## src/rtl/sm_arb_pkg.sv

```systemverilog
`default_nettype none
// ============================================================================
// Module      : sm_arb_pkg
// Description : Shared types and constants for the sign-magnitude adder
//               arbiter: FSM state encoding, requester count and the
//               requester index type.
// Revision    : 1.0  initial release
// ============================================================================
package sm_arb_pkg;

    // Number of requesters sharing the adder.
    localparam int REQ_N = 2;

    // Index of a requester (0 .. REQ_N-1).
    typedef logic [$clog2(REQ_N)-1:0] req_idx_t;

    // Arbiter FSM state encoding.
    typedef enum logic [1:0] {
        IDLE = 2'd0,
        EXEC = 2'd1,
        RESP = 2'd2
    } arb_state_t;

endpackage : sm_arb_pkg
`default_nettype wire

```

## src/rtl/sign_magnitude_adder.sv

```systemverilog
`default_nettype none
// ============================================================================
// Module      : sign_magnitude_adder
// Description : Purely combinational sign-magnitude adder. Bit N-1 is the
//               sign (1 = negative), bits N-2:0 the magnitude.
//               - equal signs: magnitudes add modulo 2^(N-1), sign kept
//               - different signs: larger minus smaller, sign of the larger
//               - equal magnitudes, different signs: sign of b (may give -0)
//               No overflow detection.
// Ports       : i_a, i_b  in  N  operands
//               o_sum     out N  sum
// Revision    : 1.0  initial release
// ============================================================================
module sign_magnitude_adder #(
    parameter int N = 4
) (
    input  logic [N-1:0] i_a,
    input  logic [N-1:0] i_b,
    output logic [N-1:0] o_sum
);

    logic         w_sa;
    logic         w_sb;
    logic [N-2:0] w_ma;
    logic [N-2:0] w_mb;
    logic [N-2:0] w_mag;
    logic         w_sign;

    assign w_sa = i_a[N-1];
    assign w_sb = i_b[N-1];
    assign w_ma = i_a[N-2:0];
    assign w_mb = i_b[N-2:0];

    always_comb begin
        w_mag  = '0;
        w_sign = 1'b0;
        if (w_sa == w_sb) begin
            w_mag  = w_ma + w_mb;   // wraps silently
            w_sign = w_sa;
        end else if (w_ma > w_mb) begin
            w_mag  = w_ma - w_mb;
            w_sign = w_sa;
        end else begin
            // Covers |b| > |a| and the tie; a tie yields magnitude 0 with
            // b's sign, which is where -0 comes from.
            w_mag  = w_mb - w_ma;
            w_sign = w_sb;
        end
    end

    assign o_sum = {w_sign, w_mag};

endmodule : sign_magnitude_adder
`default_nettype wire

```

## src/rtl/sm_add_arbiter.sv

```systemverilog
`default_nettype none
// ============================================================================
// Module      : sm_add_arbiter
// Description : Shares one sign_magnitude_adder between two requesters.
//               Round-robin grant in IDLE, operand capture, sum capture in
//               EXEC, one-cycle acknowledge after RESP. All outputs are
//               registered.
// Ports       : clk         in  1  system clock
//               reset       in  1  synchronous active-high reset
//               req0/req1   in  1  request levels
//               a0,b0,a1,b1 in  N  sign-magnitude operands
//               ack0/ack1   out 1  one-cycle completion pulse
//               result      out N  last completed sum
//               result_src  out 1  requester that produced result
//               busy        out 1  FSM not in IDLE
// Revision    : 1.0  initial release
// ============================================================================
module sm_add_arbiter
    import sm_arb_pkg::*;
#(
    parameter int N = 4
) (
    input  logic         clk,
    input  logic         reset,
    input  logic         req0,
    input  logic [N-1:0] a0,
    input  logic [N-1:0] b0,
    input  logic         req1,
    input  logic [N-1:0] a1,
    input  logic [N-1:0] b1,
    output logic         ack0,
    output logic         ack1,
    output logic [N-1:0] result,
    output logic         result_src,
    output logic         busy
);

    // ------------------------------------------------------------------
    // Registers
    // ------------------------------------------------------------------
    arb_state_t         r_state;
    req_idx_t           r_gnt;
    req_idx_t           r_last_gnt;
    logic [N-1:0]       r_op_a;
    logic [N-1:0]       r_op_b;
    logic [N-1:0]       r_result;
    req_idx_t           r_result_src;
    logic [REQ_N-1:0]   r_ack;
    logic               r_busy;

    // ------------------------------------------------------------------
    // Combinational signals
    // ------------------------------------------------------------------
    arb_state_t         w_state_nxt;
    logic [REQ_N-1:0]   w_req;
    logic               w_grant;
    req_idx_t           w_gnt_sel;
    logic [N-1:0]       w_sum;
    logic               w_load_result;
    logic [REQ_N-1:0]   w_ack_d;
    logic               w_busy_d;

    assign w_req = {req1, req0};

    // Under contention the requester that did not win last time gets it;
    // otherwise the single active requester wins.
    assign w_gnt_sel = (w_req[0] && w_req[1]) ? ~r_last_gnt : req_idx_t'(w_req[1]);
    assign w_grant   = (r_state == IDLE) && (|w_req);

    // ------------------------------------------------------------------
    // FSM: state register
    // ------------------------------------------------------------------
    always_ff @(posedge clk) begin
        if (reset) begin
            r_state <= IDLE;
        end else begin
            r_state <= w_state_nxt;
        end
    end

    // ------------------------------------------------------------------
    // FSM: next state
    // ------------------------------------------------------------------
    always_comb begin
        w_state_nxt = r_state;
        case (r_state)
            IDLE:    if (|w_req) w_state_nxt = EXEC;
            EXEC:    w_state_nxt = RESP;
            RESP:    w_state_nxt = IDLE;
            default: w_state_nxt = IDLE;
        endcase
    end

    // ------------------------------------------------------------------
    // FSM: output decode (values loaded into the output registers)
    // ------------------------------------------------------------------
    always_comb begin
        w_load_result = 1'b0;
        w_ack_d       = '0;
        w_busy_d      = (w_state_nxt != IDLE);
        case (r_state)
            EXEC:    w_load_result = 1'b1;
            RESP:    w_ack_d[r_gnt] = 1'b1;
            default: w_load_result = 1'b0;
        endcase
    end

    // ------------------------------------------------------------------
    // Shared adder, fed only from the captured operands
    // ------------------------------------------------------------------
    sign_magnitude_adder #(
        .N (N)
    ) u_adder (
        .i_a   (r_op_a),
        .i_b   (r_op_b),
        .o_sum (w_sum)
    );

    // ------------------------------------------------------------------
    // Grant, operand, result and output registers
    // ------------------------------------------------------------------
    always_ff @(posedge clk) begin
        if (reset) begin
            r_gnt        <= '0;
            r_last_gnt   <= '1;   // requester 0 wins the first contention
            r_op_a       <= '0;
            r_op_b       <= '0;
            r_result     <= '0;
            r_result_src <= '0;
            r_ack        <= '0;
            r_busy       <= 1'b0;
        end else begin
            if (w_grant) begin
                r_gnt      <= w_gnt_sel;
                r_last_gnt <= w_gnt_sel;
                r_op_a     <= (w_gnt_sel == req_idx_t'(1)) ? a1 : a0;
                r_op_b     <= (w_gnt_sel == req_idx_t'(1)) ? b1 : b0;
            end
            if (w_load_result) begin
                r_result     <= w_sum;
                r_result_src <= r_gnt;
            end
            r_ack  <= w_ack_d;
            r_busy <= w_busy_d;
        end
    end

    assign ack0       = r_ack[0];
    assign ack1       = r_ack[1];
    assign result     = r_result;
    assign result_src = r_result_src;
    assign busy       = r_busy;

endmodule : sm_add_arbiter
`default_nettype wire

```

## config.mk

```make
export PLATFORM = sky130hd
export DESIGN_NAME = sm_add_arbiter
export DESIGN_NICKNAME = d
export VERILOG_FILES = /design/src/rtl/sm_arb_pkg.sv /design/src/rtl/sign_magnitude_adder.sv /design/src/rtl/sm_add_arbiter.sv
export SDC_FILE = /design/constraint.sdc
export NUM_CORES = 1
export LEC_CHECK = 0
export CORE_MARGIN = 2
export CORE_UTILIZATION = 40
export CTS_CLUSTER_SIZE = 8
export DETAILED_ROUTE_END_ITERATION = 8
export PLACE_DENSITY = 0.7
export RECOVER_POWER = 25
export SLEW_MARGIN = 25
export SYNTH_ARGS = -nofsm -noshare
export SYNTH_HDL_FRONTEND = slang
export SYNTH_SLANG_ARGS = --single-unit
```

## constraint.sdc

```tcl
create_clock -name clk -period 2 [get_ports clk]
set_clock_uncertainty 0.2 [all_clocks]
set_input_delay 0.6 -clock clk [delete_from_list [all_inputs] [get_ports clk]]
set_output_delay 0.6 -clock clk [all_outputs]
set_load 0.005 [all_outputs]
```

# ---- Word level (Yosys, flattened, before mapping)
# Index checks and enable logic that the tools add are counted.
# W data, S select, Z words.
dict set report word_totals {
  regBits 20
  input_bits 20
  out_inout_bits 8
  wordCells 39
}
dict set report op_classes {
  addsub 3
  magnitude_cmp 3
  n_eq_ne 3
  muxes 12
  n_bitwise 2
  n_reduce_logical 7
}
# cell n
set op_table {}
lappend op_table {{$mux W4} 2}
lappend op_table {{$mux W3} 2}
lappend op_table {{$sub A3 B3 Y3} 2}
lappend op_table {{$mux W1} 5}
lappend op_table {{$pmux W2 S2} 1}
lappend op_table {{$reduce_or A2 Y1} 2}
lappend op_table {{$add A3 B3 Y3} 1}
lappend op_table {{$gt A3 B3 Y1} 1}
lappend op_table {{$logic_and A1 B1 Y1} 3}
lappend op_table {{$eq A2 B1 Y1 const B} 1}
lappend op_table {{$eq A2 B2 Y1 const B} 1}
lappend op_table {{$logic_not A2 Y1} 1}
lappend op_table {{$lt A1 B2 Y1 const B} 1}
lappend op_table {{$mux W2} 1}
lappend op_table {{$not A1 Y1} 2}
lappend op_table {{$reduce_bool A2 Y1} 1}
lappend op_table {{$demux W1 S1} 1}
lappend op_table {{$eq A1 B1 Y1} 1}
lappend op_table {{$ge A1 B1 Y1 const B} 1}

# ---- Depth between registers and ports, before layout
dict set report depth {
  word_depth 4
  mapped_depth 7
  depth_no_buf 7
}

# ---- By module
# Synthesis repeated with hierarchy kept, for this count alone.
dict set report unflattened {
  cells_unflattened 139
  hier_area_um2 1198.6
}
# module instances cells_per_inst area_each_um2 seq_area_each_um2
set modules_own_cells {}
lappend modules_own_cells {sm_add_arbiter 1 87 817.0 400.4}
lappend modules_own_cells {sign_magnitude_adder 1 52 381.6 0.0}

# ---- Least setup slack after synthesis
# Ideal clock, no wire load.
dict set report synth_timing {
  path_kind {register -> register}
  start {register r_op_a[0]}
  end {register r_result[2], in the netlist result[2]}
  setup_time_ns 0.101
  arrival_time_ns 1.771
  t_required_ns 1.699
  slack_ns -0.072
  stages_incl_launch_ff 8
  n_path_buf 0
  period_less_slack_ns 2.072
  path_cell_list {dfxtp_1 -> inv_1 -> ha_1 -> fa_1 -> xor2_1 -> a2111o_1 -> o32a_1 -> o41ai_1}
}
dict set report synth_between {
  elab_chain_cells 3
  word_cells_on_any_way 6
  classes_between {add/sub (3); order compare (1); mux (2)}
}
# element line
set synth_lines {}
lappend synth_lines {{from (decl)} sm_add_arbiter.sv:44} ;# logic [N-1:0] r_op_a;
lappend synth_lines {{from (signal assigned)} sm_add_arbiter.sv:136} ;# r_op_a <= (w_gnt_sel == req_idx_t'(1)) ? a1 : a0;
lappend synth_lines {{$sub A3 B3 Y3, or another cell as far along} sign_magnitude_adder.sv:46} ;# w_mag = w_mb - w_ma;
lappend synth_lines {{$mux W3} sign_magnitude_adder.sv:40} ;# end else if (w_ma > w_mb) begin
lappend synth_lines {{$mux W3 (*)} sign_magnitude_adder.sv:37} ;# if (w_sa == w_sb) begin
lappend synth_lines {{to (signal assigned)} sm_add_arbiter.sv:140} ;# r_result <= w_sum;
lappend synth_lines {{to (decl)} sm_add_arbiter.sv:46} ;# logic [N-1:0] r_result;
# Every way passes the cells marked *; elsewhere a longest branch is shown, timed or not.
# A chain may end at the register's enable or synchronous reset.

# ---- Worst setup path in the final report
# Same ends and word-level chain as after synthesis.

==> out/results.tsv <==
metric	value	unit
antenna_cells	0	
layoutNonFillerInstCount	179	
fp.dieArea	3110	µm²
nFillCells	226	
clk_latency	0.30	ns
cts_root_buf	clkbuf_4	
synthTopCellsByArea	dfxtp_1, mux2i_1, ha_1	
start_util	0.429	
slowest_stage	dfxtp_2	
grt_pass1_vias	815	
seq_area	408	µm²
worstPathCellList	inv_2 > ha_4 > fa_2 > xor2_1 > a2111o_1 > o32a_1 > o41ai_2	
drt-total-wl	2080	µm
drive_gt1_frac	0.195	
slew_violations	0	
tightest_slew	0.508	ns
outcome	finished, final reports clean	
path_max_fanout	2	
grt_pass1_wl	3530	µm
cts_hold_repair.buffers	0	
grt-ovfl-total	0	
dr.pass1.iters	5	
max_freq	500	MHz
finalCriticalPeriod	2.00	ns
p_per_area	783	nW/µm²
yosysWarnings	0	
whs_path_depth	2	
critPathMaxStageDelay	0.35	ns
ys_ff_latch	20	
switching_share	0.286	
multi_input_area	631	µm²
wire_per_inst	11.6	µm
cts_max_path_buffers	2	
grt_usage	0.141	
final_hold_viol_count	0	
rows	18	
ys_top_cells_by_count	dfxtp_1, nor2_1, a211oi_1, inv_1, mux2i_1	
rsz0062_at_grt	true	
p_leak	0.594	nW
num-nets-final	179	
area_growth	42.1	%
yosys_most_used_dff	dfxtp_1	
p_total	1.19	mW
synth_edf_count	0	
p_int	0.851	mW
grt_start_max_net_pins	18	
core_area	2500	µm²
clock-sinks	20	
yosys.area.top_type	dfxtp_1	
gp_congestion	0.810	
antenna_found_initial	0	
port_buffers	27	
maxCapViolCount	0	
fin_hold_ws	0.260	ns
period_share	1.00	
setup-violations-final	0	
dpl.cell_count	174	
cp_data_arrival_time	2.00	ns
p_sw	0.342	mW
syn_inst	113	
ys_types	33	
final_util	0.610	
syn_area	1070	µm²
cp.required	2.00	ns
clkPwrFrac	0.278	
drt_iter0_drc	21	
ioPinCount	28	
start_kind	flip-flop	
die_width	55.8	µm
postSynthNetCount	142	
cts_tree	yes	
ys_async_sr_fraction	0	
worst_setup_path_end_kind	flip-flop	
seq_power_share	0.400	
ys_seq_area_frac	0.373	
yosysMostFrequentCell	dfxtp_1	
ff2ff_path_depth	7	
antenna_left	0	
avgSynthCellArea	9.49	µm²
ir_worst_vdd	0.411	mV
yosys.area.top_type_share	0.373	
vias_per_cell	5.06	
cts_buffers	3	
die_height	55.8	µm
route.detailed.drc	0	
hpwl	1640	µm
clkSlewWorstSetupHoldPaths	0.12	ns
dr_total_vias	906	
cts_max_level	1	
slew_headroom	0.659	
min_path_type	reg -> reg	
pwr-share-comb	0.322	
worstSetupPathType	reg -> reg	
-- layout by cell type, fill, tap and decap left out, types with 3 or more instances in the layout --
| cell type | instances |
|---|---|
| inv_1 | 8 |
| ha_1 | 5 |
| buf_4 | 9 |
| mux2i_1 | 8 |
| clkbuf_4 | 3 |
| a21oi_1 | 5 |
| dfxtp_1 | 14 |
| o21ai_0 | 4 |
| a211oi_1 | 9 |
| nand2_1 | 5 |
| nor2_1 | 13 |
| clkdlybuf4s50_1 | 26 |
| dfxtp_2 | 6 |
-- layer usage --
layer  share of wire  wire length, µm  GRT usage  up-vias
met4           0.011               23     0.0523        0
met1            0.48              999      0.179      400
met3           0.060              124     0.0302        4
met2            0.45              935      0.235       28
li1                -                -          -      474
met5               0                0          0        -
-- kinds of logic after synthesis --
kind of cell,share of synthesized area
mux,0.0747
fa+ha+maj,0.126
xor+xnor,0.0327
buf+inv,0.0630
simple gates,0.118
flops,0.373
compound gates,0.212
-- metrics by stage --
stage | area [µm²] | setup TNS (ns) | setup slack, ns
6_report | 1520 | 0 | 0.000515
5_1_grt | 1520 | -0.0851 | -0.0555
4_1_cts | 1500 | -0.0807 | -0.0671
3_5_place_dp | 1440 | -0.772 | -0.102
3_3_place_gp | 1440 | -0.577 | -0.0819
2_1_floorplan | 1080 | 0 | 0.0312
-- registers in the layout, indices dropped and copies added, names as in the netlist --
name	count
r_op_a	4
r_ack	2
r_gnt	1
r_state	2
r_op_b	4
busy	1
result_src	1
result	4
r_last_gnt	1
-- area by class of cell --
cell class | instances | area share
Clock buffer | 3 | 0.0148
Clock inverter | 1 | 0.0197
Inverter | 9 | 0.0222
Multi-Input combinational cell | 78 | 0.414
Sequential cell | 20 | 0.268
Tap cell | 30 | 0.0246
Timing Repair Buffer | 38 | 0.237
-- timing repair --
action	4_1_cts	5_1_grt
pin swaps	2	1
resized for setup	2	8
endpoints found under the setup margin	2	4
buffers inserted	0	1
-- worst max-delay path, delay by kind of cell (launching register included) --
family	cells	cell delay, ns
compound gates	3	0.68
xor+xnor	1	0.15
fa+ha+maj	2	0.48
buf+inv	1	0.04
flops	1	0.35
-- power by group through the flow --
stage | Sequential (mW) | Clock, mW | Combinational [mW]
after floorplan | 0.481 | 0 | 0.213
after global placement | 0.480 | 0 | 0.358
after detailed placement | 0.482 | 0 | 0.364
after CTS | 0.474 | 0.337 | 0.374
after global routing | 0.484 | 0.356 | 0.428
final | 0.477 | 0.332 | 0.384
-- final timing paths --
path                                               from                 endpoint  slack (ns)
worst max-delay path             r_op_a[0]$_SDFFE_PP0P_   result[2]$_SDFFE_PP0P_      0.0005
worst min-delay path            result_src$_SDFFE_PP0P_  result_src$_SDFFE_PP0P_        0.26
worst max register to register   r_op_a[0]$_SDFFE_PP0P_   result[2]$_SDFFE_PP0P_      0.0005
worst min register to register  result_src$_SDFFE_PP0P_  result_src$_SDFFE_PP0P_        0.26
No activity file was read; power rests on OpenSTA's default activity.
